`config.mk`:
```
export PLATFORM = sky130hd
export DESIGN_NAME = alu_seq
export DESIGN_NICKNAME = d
export VERILOG_FILES = /design/src/rtl/alu_pkg.sv /design/src/rtl/alu_seq_core.sv /design/src/rtl/alu_seq.sv
export SDC_FILE = /design/constraint.sdc
export NUM_CORES = 1
export LEC_CHECK = 0
export BUFFER_PORTS_ARGS = -buffer_cell sky130_fd_sc_hd__buf_2
export CAP_MARGIN = 40
export CELL_PAD_IN_SITES_DETAIL_PLACEMENT = 0
export CELL_PAD_IN_SITES_GLOBAL_PLACEMENT = 1
export CORE_MARGIN = 2
export CORE_UTILIZATION = 43
export DETAILED_ROUTE_END_ITERATION = 8
export PLACE_DENSITY_LB_ADDON = 0.1
export SLEW_MARGIN = 15
export SYNTH_ARGS = -nofsm -noshare
export SYNTH_HDL_FRONTEND = slang
export SYNTH_SLANG_ARGS = --single-unit
```
`constraint.sdc`:
```
create_clock -name clk -period 2.9 [get_ports clk]
set_input_delay 0.145 -clock clk [delete_from_list [all_inputs] [get_ports clk]]
set_output_delay 0.145 -clock clk [all_outputs]
set_load 0.03 [all_outputs]
```
`src/rtl/alu_pkg.sv`:
```
// Shared types for the handshaked sequential ALU.
// Optional feature macro used by alu_seq: ALU_SEQ_MUL_EN (iterative multiply).
package alu_pkg;

    typedef enum logic [2:0] {
        PASS_B = 3'b000,
        MUL    = 3'b001,
        ADD    = 3'b010,
        SUB    = 3'b011,
        AND    = 3'b100,
        OR     = 3'b101,
        XOR    = 3'b110,
        RSVD   = 3'b111
    } op_t;

    typedef enum logic {
        IDLE = 1'b0,
        BUSY = 1'b1
    } state_t;

    typedef struct packed {
        logic negative;
        logic zero;
        logic overflow;
        logic carry_out;
    } flags_t;

endpackage

```
`src/rtl/alu_seq_core.sv`:
```
// Combinational datapath for all single-cycle ALU operations.
// MUL is treated like RSVD here; the top owns the iterative multiply.
module alu_seq_core
    import alu_pkg::*;
#(
    parameter int unsigned WIDTH = 64
) (
    input  logic [WIDTH-1:0] a_i,
    input  logic [WIDTH-1:0] b_i,
    input  op_t              op_i,
    output logic [WIDTH-1:0] result_o,
    output flags_t           flags_o
);

    localparam int unsigned MSB = WIDTH - 1;

    logic             is_sub;
    logic [WIDTH-1:0] b_x;
    logic [WIDTH:0]   sum;

    // Shared adder: SUB is A + ~B + 1
    always_comb begin
        is_sub = (op_i == SUB);
        b_x    = is_sub ? ~b_i : b_i;
        sum    = (WIDTH+1)'(a_i) + (WIDTH+1)'(b_x) + (WIDTH+1)'(is_sub);
    end

    // Operation select and flag generation
    always_comb begin
        result_o = '0;
        flags_o  = '0;
        case (op_i)
            PASS_B: result_o = b_i;
            ADD, SUB: begin
                result_o          = sum[WIDTH-1:0];
                flags_o.carry_out = sum[WIDTH];
                // Signed overflow: equal operand signs, differing result sign
                flags_o.overflow  = (a_i[MSB] == b_x[MSB]) && (sum[MSB] != a_i[MSB]);
            end
            AND:     result_o = a_i & b_i;
            OR:      result_o = a_i | b_i;
            XOR:     result_o = a_i ^ b_i;
            default: result_o = '0;
        endcase
        flags_o.negative = result_o[MSB];
        flags_o.zero     = (result_o == '0);
    end

endmodule

```
`src/rtl/alu_seq.sv`:
```
// Handshaked ALU with registered result/flags and one-deep output register.
// Define ALU_SEQ_MUL_EN to build the WIDTH-cycle shift-add multiplier (opcode 001);
// otherwise opcode 001 behaves as RSVD and no BUSY state exists.
module alu_seq
    import alu_pkg::*;
#(
    parameter int unsigned WIDTH = 64
) (
    input  logic             clk,
    input  logic             rst_n,
    input  logic             in_valid,
    output logic             in_ready,
    input  logic [WIDTH-1:0] A,
    input  logic [WIDTH-1:0] B,
    input  op_t              cntrl,
    output logic             out_valid,
    input  logic             out_ready,
    output logic [WIDTH-1:0] result,
    output logic             negative,
    output logic             zero,
    output logic             overflow,
    output logic             carry_out
);

    logic [WIDTH-1:0] core_result;
    flags_t           core_flags;

    logic             out_valid_q, out_valid_d;
    logic [WIDTH-1:0] result_q, result_d;
    flags_t           flags_q, flags_d;

    logic             out_free;
    logic             accept;

    alu_seq_core #(.WIDTH(WIDTH)) u_core (
        .a_i      (A),
        .b_i      (B),
        .op_i     (cntrl),
        .result_o (core_result),
        .flags_o  (core_flags)
    );

    // Output register is free when empty or being drained this cycle
    assign out_free = !out_valid_q || out_ready;
    assign accept   = in_valid && in_ready;

`ifdef ALU_SEQ_MUL_EN
    localparam int unsigned CNT_W = $clog2(WIDTH);
    localparam int unsigned ACC_W = 2 * WIDTH;

    state_t           state_q, state_d;
    logic [CNT_W-1:0] cnt_q, cnt_d;
    logic [ACC_W-1:0] acc_q, acc_d;
    logic [ACC_W-1:0] mcand_q, mcand_d;
    logic [WIDTH-1:0] mplier_q, mplier_d;
    logic [ACC_W-1:0] acc_step;
    logic             last_step;

    assign in_ready = (state_q == IDLE) && out_free;

    // FSM state and multiplier datapath registers
    always_ff @(posedge clk or negedge rst_n) begin
        if (!rst_n) begin
            state_q  <= IDLE;
            cnt_q    <= '0;
            acc_q    <= '0;
            mcand_q  <= '0;
            mplier_q <= '0;
        end else begin
            state_q  <= state_d;
            cnt_q    <= cnt_d;
            acc_q    <= acc_d;
            mcand_q  <= mcand_d;
            mplier_q <= mplier_d;
        end
    end

    // Next-state, multiply iteration and output register load
    always_comb begin
        state_d     = state_q;
        cnt_d       = cnt_q;
        acc_d       = acc_q;
        mcand_d     = mcand_q;
        mplier_d    = mplier_q;
        out_valid_d = out_valid_q && !out_ready;
        result_d    = result_q;
        flags_d     = flags_q;
        acc_step    = acc_q + (mplier_q[0] ? mcand_q : '0);
        last_step   = (cnt_q == CNT_W'(WIDTH - 1));
        case (state_q)
            IDLE: begin
                if (accept) begin
                    if (cntrl == MUL) begin
                        state_d  = BUSY;
                        cnt_d    = '0;
                        acc_d    = '0;
                        mcand_d  = ACC_W'(A);
                        mplier_d = B;
                    end else begin
                        out_valid_d = 1'b1;
                        result_d    = core_result;
                        flags_d     = core_flags;
                    end
                end
            end
            BUSY: begin
                if (!last_step) begin
                    acc_d    = acc_step;
                    mcand_d  = mcand_q << 1;
                    mplier_d = mplier_q >> 1;
                    cnt_d    = cnt_q + CNT_W'(1);
                end else if (out_free) begin
                    // Final partial product folds straight into the output register
                    state_d           = IDLE;
                    out_valid_d       = 1'b1;
                    result_d          = acc_step[WIDTH-1:0];
                    flags_d.negative  = acc_step[WIDTH-1];
                    flags_d.zero      = (acc_step[WIDTH-1:0] == '0);
                    flags_d.overflow  = |acc_step[ACC_W-1:WIDTH];
                    flags_d.carry_out = 1'b0;
                end
            end
            default: state_d = IDLE;
        endcase
    end
`else
    assign in_ready = out_free;

    // Output register load for single-cycle ops
    always_comb begin
        out_valid_d = out_valid_q && !out_ready;
        result_d    = result_q;
        flags_d     = flags_q;
        if (accept) begin
            out_valid_d = 1'b1;
            result_d    = core_result;
            flags_d     = core_flags;
        end
    end
`endif

    // Output register
    always_ff @(posedge clk or negedge rst_n) begin
        if (!rst_n) begin
            out_valid_q <= 1'b0;
            result_q    <= '0;
            flags_q     <= '0;
        end else begin
            out_valid_q <= out_valid_d;
            result_q    <= result_d;
            flags_q     <= flags_d;
        end
    end

    assign out_valid = out_valid_q;
    assign result    = result_q;
    assign negative  = flags_q.negative;
    assign zero      = flags_q.zero;
    assign overflow  = flags_q.overflow;
    assign carry_out = flags_q.carry_out;

endmodule

```
==> impl_results.md <==
* Status: finished with violations
* Violated checks: setup timing
* DP Worst Slack at -1.62 ns
* Max-slew violation count at 0
* Ys flop type: dfrtp_1
* H-tree Lvls at 3
* Max Root-Sink Buffers at 2
* Clock sink total at 68
* Skew final at 0.0180 ns
* First-pass detailed-route iteration total at 5
* DP HPWL at 38.1 mm
* CP Launch Type: input pin
* Vias per cell at 5.53
* Most instantiated library cell after synthesis: ha_1
* Pin count of the biggest net entering global routing at 73
* Fin area at 18800 um2
* Hold Slack at 0.0601 ns
* Worst IR Drop VDD at 0.264 mV
* Area delta synth->final at 62.7%
* Clock latency at the later pin of the worst-skew pair at 0.37 ns
* Area contributors post-synth: ha_1, dfrtp_1, xnor2_1, a21oi_1, nand2_1
* Syn Nets at 1847
* Core Region at 26700 um2
* Routed via count at 14100
* Detailed-route DRC error count at 0
* Worst-Margin Slew at 0.847 ns
* Worst EP required at 3.15 ns
* Met3 Resource Use GR at 4.16%
* Final Hold Fails at 0
* Top cell type by total area after synthesis: ha_1
* Compound-cell area share of the yosys netlist at 27.6%
* Root Driver: clkbuf_16
* Sequential share of the synthesized area at 14.7%
* Number of max-cap violations at 0
* Post-synth top cells: ha_1, nand2_1, inv_1, a21oi_1, o21ai_0
* Area of the die at 28200 um2
* GRT busiest layer: met2
* Pwr Density at 405 nW/um2
* Tot GR Track Use at 33.8%
* RePlAce Congestion at 0.956
* CP Class: in2reg
* Hold crit path type: in2reg
* Avg WL per Cell at 19.2 um
* Worst-path clk slew at 0.07 ns
* Final WL at 49.3 mm
* GRT met1 Usage at 43.1%
* Share of the synthesized area in the top cell type at 21.7%
* Chip Height at 168 um
* Overall power at 7620 uW
* N_diodes at 0
* TritonCTS clock tree: built
* IO Count at 205
* Post-route setup slack at -0.896 ns
* Final min period at 3.80 ns
* Dpl cell area at 16500 um2
* Cell Rows at 60
* Crit. End Element: flop
* Mux share of post-synthesis cell area at 4.44%
* Synth Cell Area at 11600 um2
* Die width at 168 um
* CP arrival at 4.05 ns
* Post-synth ARST share at 100%
* Layout cell share with drive strength beyond 1 at 46.6%
* Setup_tns at -12.58 ns
* Count of final setup violators at 42
* Yosys reg bits at 68
* CTS buffer count at 9
* Main combinational cell family by area after synthesis: compound AO/OA/AOI/OAI gates
* NumNets Final at 2551
* Total congestion overflow at 0
* Final critical-path share of the clock period at 131%
* RSZ-0062 raised after global routing: yes
* Yosys cell types at 79
* Leak at 0.00952 uW
* Yosys warnings at 0
* Initial antenna violation count at 0
* Final ANT Viol Nets at 0
* DR iter-0 viols at 869
* Synth Area per Inst at 7.66 um2
* Rel. slew slack at 43.6%
* Simple-Gate Fraction of Synth Area at 14.6%
* First-pass GRT wire length at 74.6 mm
* PortBufs at 204
* F_max at 263 MHz
* Vias in the first global route at 13900
* XOR/XNOR Fraction of Synth Area at 8.56%
* CP Max Fanout at 8
* GR Layer Usage met2 at 58.2%
* Cells after synthesis at 1510
* Adder-cell share of the synthesized area at 21.9%
* Initial Utilization at 43.4%
* EDFF count, synth at 0
[state kept, by name, summed over array words and instances, names as in the netlist]
name       flops
carry_out      1
zero           1
overflow       1
out_valid      1
result        64
[worst max-delay path, stage by stage]
cell and delay [ns]:
buf_6 0.07, nor2b_4 0.15, buf_6 0.13, nand2_8 0.08, buf_12 0.19, xnor2_2 0.13, ha_1 0.36, a21oi_2 0.25
o21ai_2 0.12, a21oi_2 0.18, nor3b_4 0.22, a211oi_2 0.11, buf_4 0.15, a31o_4 0.22, buf_6 0.12, a311o_1 0.34
a31oi_2 0.24, xnor2_1 0.09, o211ai_1 0.35, a211oi_2 0.09, a32o_2 0.29
[logic make-up after synthesis]
kind of cell / Yosys count
AO/OA/AOI/OAI: 494
XOR/XNOR: 113
adder cells (fa/ha/maj): 202
buffers and inverters: 218
flip-flops: 68
multiplexers: 48
AND/OR/NAND/NOR: 367
[placed cells by master (no fill, tap or decap), drive strengths merged, types with 3 or more instances in the layout]
master   instances
a21oi          135
nor2            97
xor2            25
o31ai            6
inv            141
a221oi           9
o21ai          124
a22o            11
nor4            16
a31o             6
o21ba            4
nor2b            5
ha             201
o41ai            3
mux2i           22
a21o            25
o21bai           9
nand2          158
o21a             8
nand2b           7
buf            767
xnor2           88
nand3           15
clkbuf          10
a31oi            9
and3             5
a22oi           38
bufinv           3
a211oi          22
o22ai            9
o211ai          42
nor3            14
o22a             6
or3              6
dfrtp           68
nand4           31
o2111ai          6
mux2            26
a221o            6
[per-stage QoR]
stage | util (%) | instances
after floorplan | - | 1510
after global placement | 61.7 | 2450
after detailed placement | 61.8 | 2451
after CTS | 67.7 | 2526
after global routing | 70.6 | 2560
final | 70.6 | 2560
[repair_timing]
action	CTS	global route
gates cloned	4	0
hold endpoints to repair	30	0
resized for setup	159	98
hold buffers	1	0
endpoints found under the setup margin	41	45
buffers inserted	57	36
pin swaps	81	63
[where the power goes]
group	leakage (uW)	internal, uW	switching [uW]
combinational	0.00849	2310	2670
sequential	0.000864	1140	95.5
clock	0.000169	866	543
total	0.00952	4320	3300
[worst paths after layout]
kind	from	endpoint	slack [ns]	cells after the start
worst max-delay path	cntrl[1]	zero	-0.90	21
worst min-delay path	in_valid	out_valid	0.06	2
worst max register to register	out_valid	zero	0.16	12
worst min register to register	result[32]	result[32]	0.47	2
max in group asynchronous	rst_n	result[28]	1.99	3
min in group asynchronous	rst_n	result[50]	0.30	2
[layout make-up]
type	instances	area [um2]
tap	341	427
clock inverter	6	111
clock buffer	10	239
timing repair buffer	768	5510
sequential	68	1700
inverter	141	529
multi-input combinational	1226	10300
fill	2249	7840
[metal layers]
metal	vias to the layer above	wire (um)
met2	459	23400
met3	107	2630
met5	-	0
met1	6752	21400
li1	6828	-
met4	0	1860
No activity file was read; power rests on OpenSTA's default activity.
